<file path="src/rtl/wrr_pkg.sv">
// Shared types and helpers for the weighted round-robin FIFO arbiter.
package wrr_pkg;

  localparam int MAX_CH = 16;

  typedef logic [3:0] weight_t;

  typedef enum logic {
    IDLE,
    GRANT
  } wrr_state_e;

  // Lowest offset from start (with wrap) whose mask bit is set.
  function automatic logic [3:0] next_eligible(
    input logic [MAX_CH-1:0] mask,
    input logic [3:0]        start
  );
    logic [3:0] idx;
    next_eligible = start;
    for (int i = MAX_CH - 1; i >= 0; i--) begin
      idx = start + 4'(i);
      if (mask[idx]) next_eligible = idx;
    end
  endfunction

endpackage

</file>
<file path="src/rtl/wrr_chan_fifo.sv">
// Per-channel first-word-fall-through FIFO.
// head always shows the oldest entry while empty is low.
module wrr_chan_fifo #(
  parameter type data_t = logic [7:0],
  parameter int  DEPTH  = 8
) (
  input  logic                       clk,
  input  logic                       rst_n,
  input  logic                       flush,
  input  logic                       push,
  input  data_t                      push_data,
  input  logic                       pop,
  output logic                       full,
  output logic                       empty,
  output logic [$clog2(DEPTH+1)-1:0] level,
  output data_t                      head
);

  localparam int PTR_W = $clog2(DEPTH);
  localparam int LVL_W = $clog2(DEPTH + 1);

  data_t            mem_q [DEPTH];
  logic [PTR_W-1:0] wr_q;
  logic [PTR_W-1:0] rd_q;
  logic [LVL_W-1:0] lvl_q;
  logic [LVL_W-1:0] lvl_d;
  logic             do_push;
  logic             do_pop;

  assign full    = (lvl_q == LVL_W'(DEPTH));
  assign empty   = (lvl_q == '0);
  assign do_push = push && !full;
  assign do_pop  = pop && !empty;
  assign level   = lvl_q;
  assign head    = mem_q[rd_q];

  always_comb begin
    lvl_d = lvl_q;
    if (do_push && !do_pop) lvl_d = lvl_q + LVL_W'(1);
    else if (do_pop && !do_push) lvl_d = lvl_q - LVL_W'(1);
  end

  always_ff @(posedge clk or negedge rst_n) begin
    if (!rst_n) begin
      wr_q  <= '0;
      rd_q  <= '0;
      lvl_q <= '0;
    end else if (flush) begin
      wr_q  <= '0;
      rd_q  <= '0;
      lvl_q <= '0;
    end else begin
      if (do_push) wr_q <= wr_q + PTR_W'(1);
      if (do_pop) rd_q <= rd_q + PTR_W'(1);
      lvl_q <= lvl_d;
    end
  end

  // Storage needs no reset; only occupied slots are ever read out.
  always_ff @(posedge clk) begin
    if (do_push && !flush) mem_q[wr_q] <= push_data;
  end

endmodule

</file>
<file path="src/rtl/wrr_fifo_arbiter.sv">
// N-channel FWFT ingress buffers drained by a weighted
// round-robin arbiter onto one valid/ready output.
module wrr_fifo_arbiter
  import wrr_pkg::*;
#(
  parameter type     data_t = logic [7:0],
  parameter int      NUM_CH = 4,
  parameter int      DEPTH  = 8,
  parameter weight_t WEIGHT [NUM_CH] = '{default: 4'd1}
) (
  input  logic                       clk,
  input  logic                       rst_n,
  input  logic                       flush,
  input  logic                       in_valid [NUM_CH],
  output logic                       in_ready [NUM_CH],
  input  data_t                      in_data  [NUM_CH],
  output logic                       out_valid,
  input  logic                       out_ready,
  output data_t                      out_data,
  output logic [$clog2(NUM_CH)-1:0]  out_ch,
  output logic [$clog2(DEPTH+1)-1:0] level [NUM_CH]
);

  localparam int CH_W  = $clog2(NUM_CH);
  localparam int LVL_W = $clog2(DEPTH + 1);

  function automatic logic any_weight();
    for (int c = 0; c < NUM_CH; c++) begin
      if (WEIGHT[c] != '0) return 1'b1;
    end
    return 1'b0;
  endfunction

  if (NUM_CH < 2 || NUM_CH > MAX_CH) begin : g_bad_ch
    $error("NUM_CH must be in 2..16");
  end
  if (DEPTH < 2 || (DEPTH & (DEPTH - 1)) != 0) begin : g_bad_depth
    $error("DEPTH must be a power of two >= 2");
  end
  if (!any_weight()) begin : g_bad_weight
    $error("at least one WEIGHT must be non-zero");
  end

  wrr_state_e        st_q, st_d;
  logic [CH_W-1:0]   gnt_q, gnt_d;
  logic [CH_W-1:0]   last_q, last_d;
  weight_t           credit_q, credit_d;

  logic [NUM_CH-1:0] full;
  logic [NUM_CH-1:0] empty;
  logic [NUM_CH-1:0] push_ok;
  logic [NUM_CH-1:0] pop_ch;
  logic [MAX_CH-1:0] elig;
  logic [MAX_CH-1:0] post;
  logic [MAX_CH-1:0] cand;
  logic [CH_W-1:0]   nxt;
  data_t             head [NUM_CH];
  logic              pop;
  logic              keep;

  for (genvar c = 0; c < NUM_CH; c++) begin : g_ch
    assign push_ok[c]  = in_valid[c] && !full[c];
    assign pop_ch[c]   = pop && (gnt_q == CH_W'(c));
    assign in_ready[c] = !full[c];
    assign elig[c]     = (WEIGHT[c] != '0) && !empty[c];

    wrr_chan_fifo #(
      .data_t(data_t),
      .DEPTH (DEPTH)
    ) u_fifo (
      .clk      (clk),
      .rst_n    (rst_n),
      .flush    (flush),
      .push     (in_valid[c]),
      .push_data(in_data[c]),
      .pop      (pop_ch[c]),
      .full     (full[c]),
      .empty    (empty[c]),
      .level    (level[c]),
      .head     (head[c])
    );
  end

  if (NUM_CH < MAX_CH) begin : g_pad
    assign elig[MAX_CH-1:NUM_CH] = '0;
  end

  assign pop = out_valid && out_ready;

  // Granted channel stays eligible if the pop leaves it non-empty.
  assign keep = (level[gnt_q] > LVL_W'(1)) || push_ok[gnt_q];

  always_comb begin
    post        = elig;
    post[gnt_q] = keep;
    cand        = (st_q == IDLE) ? elig : post;
    nxt         = CH_W'(next_eligible(cand, 4'(last_q) + 4'd1));
  end

  always_ff @(posedge clk or negedge rst_n) begin
    if (!rst_n) begin
      st_q     <= IDLE;
      gnt_q    <= '0;
      last_q   <= CH_W'(NUM_CH - 1);
      credit_q <= '0;
    end else if (flush) begin
      st_q     <= IDLE;
      gnt_q    <= '0;
      last_q   <= CH_W'(NUM_CH - 1);
      credit_q <= '0;
    end else begin
      st_q     <= st_d;
      gnt_q    <= gnt_d;
      last_q   <= last_d;
      credit_q <= credit_d;
    end
  end

  always_comb begin
    st_d     = st_q;
    gnt_d    = gnt_q;
    last_d   = last_q;
    credit_d = credit_q;
    unique case (st_q)
      IDLE: begin
        if (|elig) begin
          st_d     = GRANT;
          gnt_d    = nxt;
          last_d   = nxt;
          credit_d = WEIGHT[nxt];
        end
      end
      GRANT: begin
        if (pop) begin
          credit_d = credit_q - 4'd1;
          if (credit_q == 4'd1 || !keep) begin
            if (|post) begin
              gnt_d    = nxt;
              last_d   = nxt;
              credit_d = WEIGHT[nxt];
            end else begin
              st_d = IDLE;
            end
          end
        end
      end
      default: st_d = IDLE;
    endcase
  end

  always_comb begin
    out_valid = (st_q == GRANT);
    out_ch    = gnt_q;
    out_data  = out_valid ? head[gnt_q] : '0;
  end

endmodule

</file>
<file path="config.mk">
export PLATFORM = sky130hd
export DESIGN_NAME = wrr_fifo_arbiter
export DESIGN_NICKNAME = d
export VERILOG_FILES = /design/src/rtl/wrr_pkg.sv /design/src/rtl/wrr_chan_fifo.sv /design/src/rtl/wrr_fifo_arbiter.sv
export SDC_FILE = /design/constraint.sdc
export NUM_CORES = 1
export LEC_CHECK = 0
export BUFFER_PORTS_ARGS = -buffer_cell sky130_fd_sc_hd__clkbuf_2
export CORE_ASPECT_RATIO = 0.8
export CORE_MARGIN = 2
export CORE_UTILIZATION = 45
export CTS_CLUSTER_DIAMETER = 80
export DETAILED_ROUTE_END_ITERATION = 8
export GPL_TIMING_DRIVEN = 0
export HOLD_SLACK_MARGIN = 0.12
export PLACE_DENSITY = 0.71
export SYNTH_ARGS = -nofsm -noshare
export SYNTH_HDL_FRONTEND = slang
export SYNTH_SLANG_ARGS = --single-unit
</file>
<file path="constraint.sdc">
create_clock -name clk -period 2.6 [get_ports clk]
set_input_delay 0.26 -clock clk [delete_from_list [all_inputs] [get_ports clk]]
set_output_delay 0.26 -clock clk [all_outputs]
set_load 0.01 [all_outputs]
</file>
-- Yosys cells after proc, flatten, opt, wreduce, memory -nomap -nowiden
Memory sizes are Yosys's and may differ from the RTL's.
Index checks and enable logic that the tools add are counted.
W data, S select, Z words.
- $add $sub $neg: 33
- order comparisons: 22
- equal/unequal tests: 12
- mux-type cells: 119
- bitwise gates (word level): 3
- reduce and logical (&&, ||, !) cells: 67
- operator list (kind ; count):
    $mux W4 ; 21
    $lt A4 B5 Y1 const B ; 15
    $bmux W1 S4 ; 16
    $mux W3 ; 16
    $mux W2 ; 22
    $add A3 B4 Y4 const B ; 8
    $mux W1 ; 31
    $logic_and A1 B1 Y1 ; 26
    $add A3 B1 Y3 const B ; 8
    $mux W8 ; 3
    $sub A4 B1 Y4 const B ; 5
    $logic_not A1 Y1 ; 18
    $add A3 B3 Y4 const B ; 4
    $add A4 B1 Y4 const B ; 4
    $bmux W4 S2 ; 2
    $bmux W8 S2 ; 1
    $bwmux W16 ; 1
    $eq A4 B4 Y1 const B ; 4
    $logic_not A4 Y1 ; 4
    $mux W16 ; 1
    $reduce_bool A2 Y1 ; 8
    $reduce_or A16 Y1 ; 1
    $ne A3 B2 Y1 const B ; 4
    $reduce_bool A3 Y1 ; 4
    other kinds (24) ; 29
- flip-flop bits (word level): 49
- memory bits (writable): 256
- memories: 4
- memories (name ; words ; bits a word ; rd ports ; clocked after Yosys merged registers in ; write ports ; line ; source):
    g_ch[0].u_fifo.mem_q ; 8 ; 8 ; 1 ; 0 ; 1 ; wrr_chan_fifo.sv:22 ; data_t mem_q [DEPTH];
    g_ch[1].u_fifo.mem_q ; 8 ; 8 ; 1 ; 0 ; 1 ; wrr_chan_fifo.sv:22 ;
    g_ch[2].u_fifo.mem_q ; 8 ; 8 ; 1 ; 0 ; 1 ; wrr_chan_fifo.sv:22 ;
    g_ch[3].u_fifo.mem_q ; 8 ; 8 ; 1 ; 0 ; 1 ; wrr_chan_fifo.sv:22 ;

-- Depth between registers and ports, before layout
Gate-level depths: netlist of run 1.
- depth after elaboration: 35
- gate-level depth with buffers: 12
- depth with buffers taken out: 11

-- By module
Synthesis of run 1 repeated with hierarchy kept, for this count alone.
- cell total of the unflattened synthesis: 899
- area, all modules: 14047.2 µm²
- by module, submodules not included (module ; times used ; cells each ; area each (µm²)):
    wrr_chan_fifo at g_ch[0].u_fifo ... ; 3 ; 174 ; 3101.7
    wrr_chan_fifo at g_ch[2].u_fifo ; 1 ; 173 ; 3128.0
    wrr_fifo_arbiter ; 1 ; 204 ; 1614.0

-- Worst setup path after synthesis of run 1
OpenSTA, ideal clock, no wires.
- path type: reg-to-reg
- start: register g_ch[2].u_fifo.lvl_q[1]
- end: register g_ch[2].u_fifo.lvl_q[3]
- setup time: 0.132 ns
- arrival: 2.613 ns
- setup slack: -0.145 ns
- stages on the path, launching flop included: 12
- path buffers: 0
- period minus slack after synthesis: 2.745 ns
- cells stage by stage: dfrtp_1 > or3_1 > or2_2 > nor3b_1 > nand2b_1 > ha_1 > a21o_1 > a21oi_1 > nand3_1 > o21ai_0 > xnor2_1 > nor2_1
- cells in the longest elaborated chain, start to end: 7
- elaborated cells on any way between the ends: 16
- classes of those cells: add/sub: 2; eq/ne: 1; mux: 3; reduce/logical: 10
- ends and longest elaborated chain (what ; line ; source):
    from (decl) ; wrr_chan_fifo.sv:25 ; logic [LVL_W-1:0] lvl_q;
    from (signal assigned) ; wrr_chan_fifo.sv:55 ; lvl_q <= lvl_d;
    branches (longest 7 deep; another with $sub A4 B1 Y4) ; - ;
Several ways; the timed one is not identified. The select of a mux whose other input is x is not followed.
A chain may end at the register's enable or synchronous reset.

==> metrics.md, run 1 <==
| Metric | Value |
|---|---|
| Ys flop type | edfxtp_1 |
| Main area contributors after synthesis | edfxtp_1 (57%), mux4_2 (12%), dfrtp_1 (8.7%) |
| Sequential fraction of the synthesis area | 66.0% |
| Hold Slack | about 140 ps |
| DP HPWL | around 20000 µm |
| Worst Skew | 12.9 ps |
| CP Max Fanout | 5 |
| DRT Pass-1 Iters | 5 |
| IO buf count | about 70 |
| Top cell type's share of synthesized area | 56.9% |
| Hold Vio Cnt, Final | 0 |
| Avg Inst Size Synth | approximately 17 µm² |
| Crit. End Element | output pin |
| Syn Inst Count | approximately 810 |
| CP Class | register to output pin |
| Cell taking the most area after synthesis | edfxtp_1 |
| Ys Warns | 0 |
| CTS tree | built |
| Buf/Inv on CP | 3 |
| Area grow syn2layout | 25.5% |
| Via count | 7874 |
| Largest stage delay on the critical path | 510 ps |
| Most used cell, CP | mux4_2 |
| Crit share post-route | 107% |
| Run status | finished, violations left |
| R2r setup slk | -70 ps |
| Gpl congestion | 0.895 |
| Final instance area | 17000 µm² |
| Leak pwr | 0.00589 µW |
| Die Area | 31400 µm² |
| Max H-tree Level | 1 |
| ANT nets after route | 0 |
| Worst slew margin | between 20 and 30% |
| IO Count | just over 70 |
| GR Overflow Total | 0 |
| Slew @ Worst Pin | 1070 ps |
| Clock Sinks | 305 |
| Fmax achieved | 0.360 GHz |
| Clock slew at reported path FFs | approximately 60 ps |
| Die Y | ~160 µm |
| Share of cells above drive strength 1 | 39.2% |
| Final nets | 1062 |
| Initial antenna violation count | 1 |
| Critical Path RT | 2340 ps |
| Drt wl/cell | 22.1 µm |
| Core area | 29400 µm² |
| Row count | 56 |
| RSZ-0062 raised after global routing | yes |
| CP max-delay cell | mux4_2 |
| DRC Markers | 0 |
| Die Wd | between 150 and 200 µm |
| Most frequent cell after synthesis | edfxtp_1 |
| Failing checks | setup timing |
| Syn nets | approximately 870 |
| Starting DRT DRC Count | between 600 and 700 |
| Post-synth ARST share | between 10% and 20% |
| Mapped Area | 13500 µm² |
| EDFF count, synth | 256 |
| Top Family by Delay on Critical Path | multiplexers |
| Via/cell ratio | 5.64 |
| Clock Path Buffers | 3 |
| Post-synth top cells | edfxtp_1 (256), mux4_2 (74), nor2_1 (74) |
| Clk Tree Root Cell | clkbuf_16 |
| Number of global-route vias before repair | 8055 |
| Yosys reg bits | around 310 |
| Cell area power density | 872 nW/µm² |
| Slew Limit Fails | 0 |
| Post-Place Cell Area | 14500 µm² |
| Period minus WS final | 2780 ps |
| Synth cell types | 71 |
| Largest net degree at the start of global routing | 50 |
| CP Cell Sequence | buf_6 > buf_4 > mux4_2 > mux2i_1 > mux4_2 > nor2b_2 > buf_2 |
| Worst VDD drop | a little over 0.6 mV |
| Worst setup SP type | register |
| Max Cap Violations | 0 |
| Final setup vio count | 11 |
| CP arrival | 2520 ps |
| Aggregate global-route resource usage | 19.8% |
| Worst setup margin | -180 ps |
| Effective utilization at floorplan | between 40% and 50% |
| TritonCTS Buffers | 30 |
| WL final | 30900 µm |
| Hold Path Class | input port to register |
| First-pass GRT wire length | ~47000 µm |
| Worst skew pair latency | 560 ps |
| Final cell utilization of the core | 57.7% |
through the flow:
stage	total power, µW	cells	setup TNS (ps)	setup slack [ps]
3_3_place_gp	9270	1252	-39110	-763
4_1_cts	14500	1372	-1530	-201
6_report	14800	1397	-1390	-180
5_1_grt	15500	1397	-2660	-265
3_5_place_dp	9350	1259	-11780	-464
2_1_floorplan	8440	806	-53.7	-53.7
worst reg2reg max path, cell delays in order, from the launching register on:
cell and delay (ps):
dfrtp_2 450, or3_1 460, a211oi_4 340, mux2i_4 150
a22o_4 320, a2111oi_4 360, o22ai_2 150, mux2i_1 190
a211oi_2 90
registers in the layout, indices dropped and copies added (netlist names):
signal,count
out_valid,1
g_ch.u_fifo.wr_q,12
credit_q,4
last_q,2
g_ch.u_fifo.mem_q,256
g_ch.u_fifo.rd_q,12
out_ch,2
g_ch.u_fifo.level,16
cell families after synthesis:
| kind of cell | synth area share [%] |
|---|---|
| multiplexers | 16.0 |
| adder cells (fa/ha/maj) | 2.72 |
| AND/OR/NAND/NOR | 7.65 |
| XOR/XNOR | 1.81 |
| flip-flops | 66.0 |
| buffers and inverters | 1.82 |
| AO/OA/AOI/OAI | 4.05 |
timing repair:
item / 4_1_cts / 5_1_grt
resized for setup: 127 / 43
cloned: 2 / 1
buffers inserted: 26 / 22
endpoints found under the hold margin: 307 / 0
hold buffers: 36 / 0
pin swaps: 4 / 20
endpoints found under the setup margin: 83 / 45
metal layers:
metal	up-vias	routed length (µm)	track usage [%]	share of wire, %
li1	3551	-	-	-
met1	4056	13100	27.2	43
met2	215	15300	32.9	50
met3	52	1670	4.02	5.4
met4	0	729	4.51	2.4
met5	-	0	0	0
where the power goes:
part           total [µW]  internal (µW)  switching, µW
Combinational        4360           2090           2270
Clock                4590           2690           1900
Sequential           5850           5580            269
cell usage in the layout, fill, tap and decap left out, drive strengths merged, types with 3 or more instances in the layout:
master / instances
edfxtp: 256
clkbuf: 109
buf: 84
nor2: 75
mux4: 74
nand2: 49
dfrtp: 47
mux2i: 46
dlygate4sd3: 36
ha: 23
xnor2: 18
a21oi: 18
nor3: 17
clkinv: 13
inv: 12
xor2: 10
nand3: 10
nor2b: 9
a211oi: 9
nor4: 9
nand2b: 7
a21o: 6
or3: 6
nand3b: 5
bufinv: 5
o21ai: 5
fa: 4
or2: 4
o22ai: 4
nor4b: 3
clkinvlp: 3
or4b: 3
and2: 3
a221oi: 3
o31ai: 3
cell type report:
cell class                      instances  area (µm²)
Sequential cell                       305        8940
Tap cell                              377         472
Buffer                                 31         309
Fill cell                            2203       12500
Clock buffer                           33         783
Multi-Input combinational cell        452        4890
Timing Repair Buffer                  165        1260
Inverter                               10        37.5
Antenna cell                            1        2.50
Clock inverter                         23         268
worst paths after layout:
path | from | end | cells after the start
max | g_ch[3].u_fifo.rd_q[0] | out_data[2] | 7
min | flush | last_q[1] | 4
max reg2reg | g_ch[1].u_fifo.level[3] | out_ch[0] | 8
min reg2reg | credit_q[0] | credit_q[0] | 1
max in group asynchronous | rst_n | g_ch[3].u_fifo.rd_q[1] | 3
min in group asynchronous | rst_n | g_ch[1].u_fifo.wr_q[2] | 2
Power figures use the tool's default switching activity.
==> run 2: changes to the inputs <==
--- a/config.mk
+++ b/config.mk
@@ -13,6 +13,7 @@
 export DETAILED_ROUTE_END_ITERATION = 8
 export GPL_TIMING_DRIVEN = 0
 export HOLD_SLACK_MARGIN = 0.12
+export MAX_ROUTING_LAYER = met4
 export PLACE_DENSITY = 0.71
 export SYNTH_ARGS = -nofsm -noshare
 export SYNTH_HDL_FRONTEND = slang
==> metrics.md, run 2 (same netlist as run 1, synthesis figures left out) <==
| Metric | Value |
|---|---|
| Worst VDD drop | 0.610 mV |
| Max H-tree Level | 1 |
| Clock Sinks | 305 |
| R2R Path End | out_ch[0] |
| Via/cell ratio | around 5.6 |
| Inst Count DP | 1259 |
| Starting DRT DRC Count | 600 |
| Crit share post-route | 106% |
| TritonCTS Buffers | 30 |
| Clk Tree Root Cell | clkbuf_16 |
| Die Area | 31400 µm² |
| Failing checks | setup timing |
| Area grow syn2layout | 26.5% |
| Number of global-route vias before repair | 8050 |
| CP arrival | 2510 ps |
| IO Count | 71 |
| Worst Skew | about 12 ps |
| Core area | roughly 29000 µm² |
| Reg2Reg Depth | 10 |
| Cell area power density | 882 nW/µm² |
| CP Class | register to output pin |
| CP max-delay cell | mux4_2 |
| Largest net degree at the start of global routing | 50 |
| DP HPWL | 19700 µm |
| Setup TNS | -1300 ps |
| Drt wl/cell | 21.9 µm |
| Most common cell after layout, fill and taps aside | edfxtp_1 |
| Initial antenna violation count | 1 |
| Final instance area | between 15000 and 20000 µm² |
| Via count | 7893 |
| First-pass GRT wire length | 47200 µm |
| Run status | finished, violations left |
| Hold Path Class | input port to async pin |
| DR WL met3 | ~1600 µm |
| CP Cell Sequence | buf_6 > buf_4 > mux4_2 > mux2i_1 > mux4_2 > nor2b_2 > buf_2 |
| Clock slew at reported path FFs | 70 ps |
| Row count | 56 |
| Max Cap Violations | 0 |
| Pwr Total | 15100 µW |
| RR Startpoint | last_q[0] |
| Largest Register | g_ch.u_fifo.mem_q |
| Fmax achieved | 0.362 GHz |
| Aggregate global-route resource usage | 20.4% |
| GR Overflow Total | 0 |
| Final cell utilization of the core | between 50% and 60% |
| Final setup vio count | 10 |
| Worst skew pair latency | 560 ps |
| Most used cell, CP | mux4_2 |
| Share of cells above drive strength 1 | about two fifths |
| Hold Vio Cnt, Final | 0 |
| WL final | 31000 µm |
| Crit. End Element | output pin |
| IO buf count | 69 |
| CTS tree | built |
| DRT Pass-1 Iters | 5 |
| Final nets | approximately 1100 |
| Largest stage delay on the critical path | a little over 500 ps |
| CP Max Fanout | 5 |
| Critical Path RT | 2340 ps |
| Met2 wire len | 15400 µm |
| ANT nets after route | 0 |
| Metal-1 WL | between 10000 and 15000 µm |
| R2r setup slk | -80 ps |
| Fillers | 2191 |
| Die Y | 159 µm |
| Gpl congestion | between 0.9 and 1 |
| Clock Path Buffers | 3 |
| Worst setup SP type | register |
| Effective utilization at floorplan | 45.9% |
| Post-Place Cell Area | 14500 µm² |
| Layout Cells excl Fill | between 1000 and 1500 |
| Worst slew margin | 28.9% |
| Period minus WS final | roughly 2800 ps |
| DRC Markers | 0 |
| Commonest non-fill, non-tap cells in the layout | edfxtp_1 (256), mux4_2 (74), nor2_1 (72) |
| Max FFs per register | 256 |
| Worst setup margin | -165 ps |
| Top layer in use | met4 |
| Slew @ Worst Pin | roughly 1100 ps |
| RSZ-0062 raised after global routing | yes |
| Slew Limit Fails | 0 |
| Leak pwr | 0.00597 µW |
| Die Wd | slightly below 200 µm |
[run 2: layout make-up]
cell class	instances	area, µm²	share of cell area, %
Inverter	10	37.5	0.219
Clock inverter	23	268	1.57
Tap cell	377	472	2.76
Buffer	31	313	1.83
Clock buffer	33	783	4.58
Timing Repair Buffer	179	1370	8.01
Sequential cell	305	8940	52.3
Antenna cell	2	5.00	0.0293
Multi-Input combinational cell	452	4910	28.7
[run 2: stage by stage]
stage	hold WS [ps]	setup slack, ps
floorplan	-35.6	-53.7
global placement	515	-763
detailed placement	532	-464
CTS	126	-201
global route	143	-271
finish	120	-165
[run 2: worst max-delay path, delay by kind of cell, from the launching register on]
kind | cells | cell delay [ps]
simple gates | 1 | 150
buf+inv | 3 | 450
mux | 3 | 930
flops | 1 | 400
[run 2: layer usage]
metal	vias to the layer above	global-route usage [%]
li1	3580	-
met1	4055	27.1
met2	200	32.7
met3	58	4.15
met4	0	4.78
met5	-	-
[run 2: worst max-delay path by stage]
stage	from	end	slack, ps	depth (start not counted)
after floorplan	g_ch[2].u_fifo.level[1]	g_ch[2].u_fifo.level[3]	-50	11
after detailed placement	out_valid	g_ch[1].u_fifo.level[3]	-460	12
after CTS	g_ch[0].u_fifo.rd_q[0]	out_data[2]	-200	7
after global placement	g_ch[2].u_fifo.level[0]	g_ch[2].u_fifo.mem_q[4][4]	-760	4
final	g_ch[3].u_fifo.rd_q[0]	out_data[2]	-170	7
after global routing	g_ch[1].u_fifo.rd_q[0]	out_data[2]	-270	7
[run 2: repair_timing]
item | CTS | global route
pin swaps | 4 | 23
hold buffers | 36 | 1
gates resized for setup | 127 | 51
buffers inserted | 26 | 34
cloned | 2 | 1
hold endpoints to repair | 307 | 1
setup endpoints to repair | 83 | 45
[run 2: power by group]
part	leakage [µW]	switching, µW	internal (µW)
clock network	0.000505	1900	2690
registers	0.00293	259	5580
logic	0.00253	2370	2290
total	0.00597	4540	10600
==> run 3: changes to the inputs <==
--- a/config.mk
+++ b/config.mk
@@ -6,7 +6,6 @@
 export NUM_CORES = 1
 export LEC_CHECK = 0
 export BUFFER_PORTS_ARGS = -buffer_cell sky130_fd_sc_hd__clkbuf_2
-export CORE_ASPECT_RATIO = 0.8
 export CORE_MARGIN = 2
 export CORE_UTILIZATION = 45
 export CTS_CLUSTER_DIAMETER = 80
@@ -14,7 +13,8 @@
 export GPL_TIMING_DRIVEN = 0
 export HOLD_SLACK_MARGIN = 0.12
 export MAX_ROUTING_LAYER = met4
-export PLACE_DENSITY = 0.71
+export PLACE_DENSITY = 0.69
+export RECOVER_POWER = 100
 export SYNTH_ARGS = -nofsm -noshare
 export SYNTH_HDL_FRONTEND = slang
 export SYNTH_SLANG_ARGS = --single-unit
==> constraint.sdc (replaced) <==
create_clock -name clk -period 3.4 [get_ports clk]
set_input_delay 0.34 -clock clk [delete_from_list [all_inputs] [get_ports clk]]
set_output_delay 0.34 -clock clk [all_outputs]
set_load 0.01 [all_outputs]
==> metrics.md, run 3 (same netlist as run 1, synthesis figures left out) <==
| Metric | Value |
|---|---|
| Max Cap Violations | 5 |
| IO buf count | 69 |
| CP Max Fanout | 10 |
| DRC Markers | 0 |
| CTS tree | built |
| RSZ-0062 raised after global routing | no |
| Worst skew pair latency | 520 ps |
| CP Class | register to output pin |
| Clock Sinks | between 300 and 400 |
| Largest stage delay on the critical path | 520 ps |
| Effective utilization at floorplan | 45.6% |
| Layout Cells excl Fill | 1359 |
| Area grow syn2layout | 15.9% |
| Final nets | roughly 1000 |
| IO Count | ~70 |
| Multi-input logic area | 4370 µm² |
| Cell area power density | 677 nW/µm² |
| Post-CTS Setup Repair Bufs | 0 |
| Via/cell ratio | 5.53 |
| Post-Place Cell Area | 14500 µm² |
| Slew @ Worst Pin | between 1500 and 2000 ps |
| Slew Limit Fails | 43 |
| TritonCTS Buffers | 34 |
| Period minus WS final | 3270 ps |
| CP Cell Sequence | clkbuf_2 > buf_4 > mux4_2 > mux2i_1 > mux4_2 > nor2b_1 > clkbuf_2 |
| ANT nets after route | 0 |
| Max FFs per register | approximately 260 |
| Initial antenna violation count | 2 |
| Clk Tree Root Cell | clkbuf_16 |
| Via count | 7513 |
| Aggregate global-route resource usage | 19.5% |
| Commonest non-fill, non-tap cells in the layout | edfxtp_1 (256), clkbuf_1 (84), mux4_2 (74), nor2_1 (74), nand2_1 (49) |
| Gpl congestion | about 0.84 |
| Final setup vio count | 0 |
| Die Wd | 177 µm |
| Failing checks | capacitance limit, slew limit |
| Fillers | 2464 |
| Worst slew margin | -27.8% |
| Most common cell after layout, fill and taps aside | edfxtp_1 |
| Inst Count DP | approximately 1300 |
| Die Y | 177 µm |
| Starting DRT DRC Count | 636 |
| WL final | 29000 µm |
| Share of cells above drive strength 1 | 19.9% |
| CP arrival | 2930 ps |
| Core area | 29600 µm² |
| CP max-delay cell | mux4_2 |
| GR Overflow Total | 0 |
| First-pass GRT wire length | between 40000 and 50000 µm |
| Max H-tree Level | 2 |
| Run status | finished, violations left |
| Crit. End Element | output pin |
| Drt wl/cell | 21.3 µm |
| Final instance area | between 15000 and 20000 µm² |
| Fmax achieved | 0.306 GHz |
| R2r setup slk | 180 ps |
| Worst setup SP type | register |
| Clock slew at reported path FFs | 60 ps |
| Row count | 63 |
| Die Area | 31400 µm² |
| Critical Path RT | 3060 ps |
| Worst VDD drop | between 0.4 and 0.5 mV |
| DRT Pass-1 Iters | 5 |
| Leak pwr | approximately 0.0052 µW |
| Hold Slack | 152 ps |
| Hold Vio Cnt, Final | 0 |
| Hold Path Class | input port to register |
| Worst Skew | 23.5 ps |
| Crit share post-route | 96.1% |
| Largest net degree at the start of global routing | 50 |
| Number of global-route vias before repair | between 7000 and 8000 |
| Largest Register | g_ch.u_fifo.mem_q |
| Clock Path Buffers | 3 |
| Register area | 8920 µm² |
| DP HPWL | 19600 µm |
[run 3: changes by cell type in the layout (fill, tap and decap cells not counted), moves of 7 or more]
cell           change
mux2i_1           +21
buf_12             -7
buf_4             -63
mux2i_4           -15
dlygate4sd3_1     -13
dfrtp_1           +21
clkbuf_1          +75
dfrtp_2           -21
clkbuf_2          -42
[run 3: path summary, 6_finish.rpt]
kind / startpoint / end / cells after the start
worst min-delay path: in_valid[0] / g_ch[3].u_fifo.wr_q[1] / 3
worst min register to register: credit_q[0] / credit_q[0] / 1
max in group asynchronous: rst_n / g_ch[0].u_fifo.wr_q[2] / 3
worst max register to register: g_ch[2].u_fifo.level[1] / g_ch[2].u_fifo.level[3] / 11
min in group asynchronous: rst_n / g_ch[3].u_fifo.level[2] / 2
worst max-delay path: g_ch[1].u_fifo.rd_q[0] / out_data[5] / 7
[run 3: metrics by stage]
| step | setup TNS, ps | power, µW | util (%) | setup slack [ps] |
|---|---|---|---|---|
| global placement | -956 | 7070 | 48.4 | -95.6 |
| floorplan | 0 | 6430 | - | 655 |
| global route | 0 | 11100 | 52.9 | 13.6 |
| finish | 0 | 10600 | 52.9 | 134 |
| detailed placement | -15.5 | 7140 | 48.8 | -15.5 |
| CTS | 0 | 10700 | 53.3 | 4.08 |
[run 3: power breakdown]
group | switching [µW] | total [µW] | internal [µW]
sequential | 201 | 4460 | 4260
clock | 1490 | 3570 | 2070
combinational | 1460 | 2590 | 1130
[run 3: worst max-delay path, delay by kind of cell (launching register included)]
kind | cells | cell delay [ps]
muxes | 3 | 1190
buffers and inverters | 3 | 760
DFF | 1 | 360
and+or+nand+nor | 1 | 80
[run 3: cell type report]
class | instances | area share, %
buffer | 38 | 1.38
clock buffer | 43 | 5.78
multi-input combinational | 452 | 27.9
inverter | 10 | 0.240
tap | 390 | 3.11
timing repair buffer | 101 | 3.47
clock inverter | 18 | 1.17
antenna | 2 | 0.0319
sequential | 305 | 56.9
[run 3: metal layers]
layer	vias up	global-route usage [%]	share of wire [%]
met5	-	-	0
met4	0	5.64	2.2
met3	41	3.58	5.3
met2	183	30.9	49
met1	3840	26.1	44
li1	3449	-	-
[run 3: repair_timing]
| action | 4_1_cts | 5_1_grt |
|---|---|---|
| resized for setup | 7 | 9 |
| endpoints found under the hold margin | 165 | 17 |
| hold buffers | 23 | 1 |
| setup endpoints to repair | 9 | 8 |
| cloned | 0 | 0 |
| pin swaps | 0 | 0 |
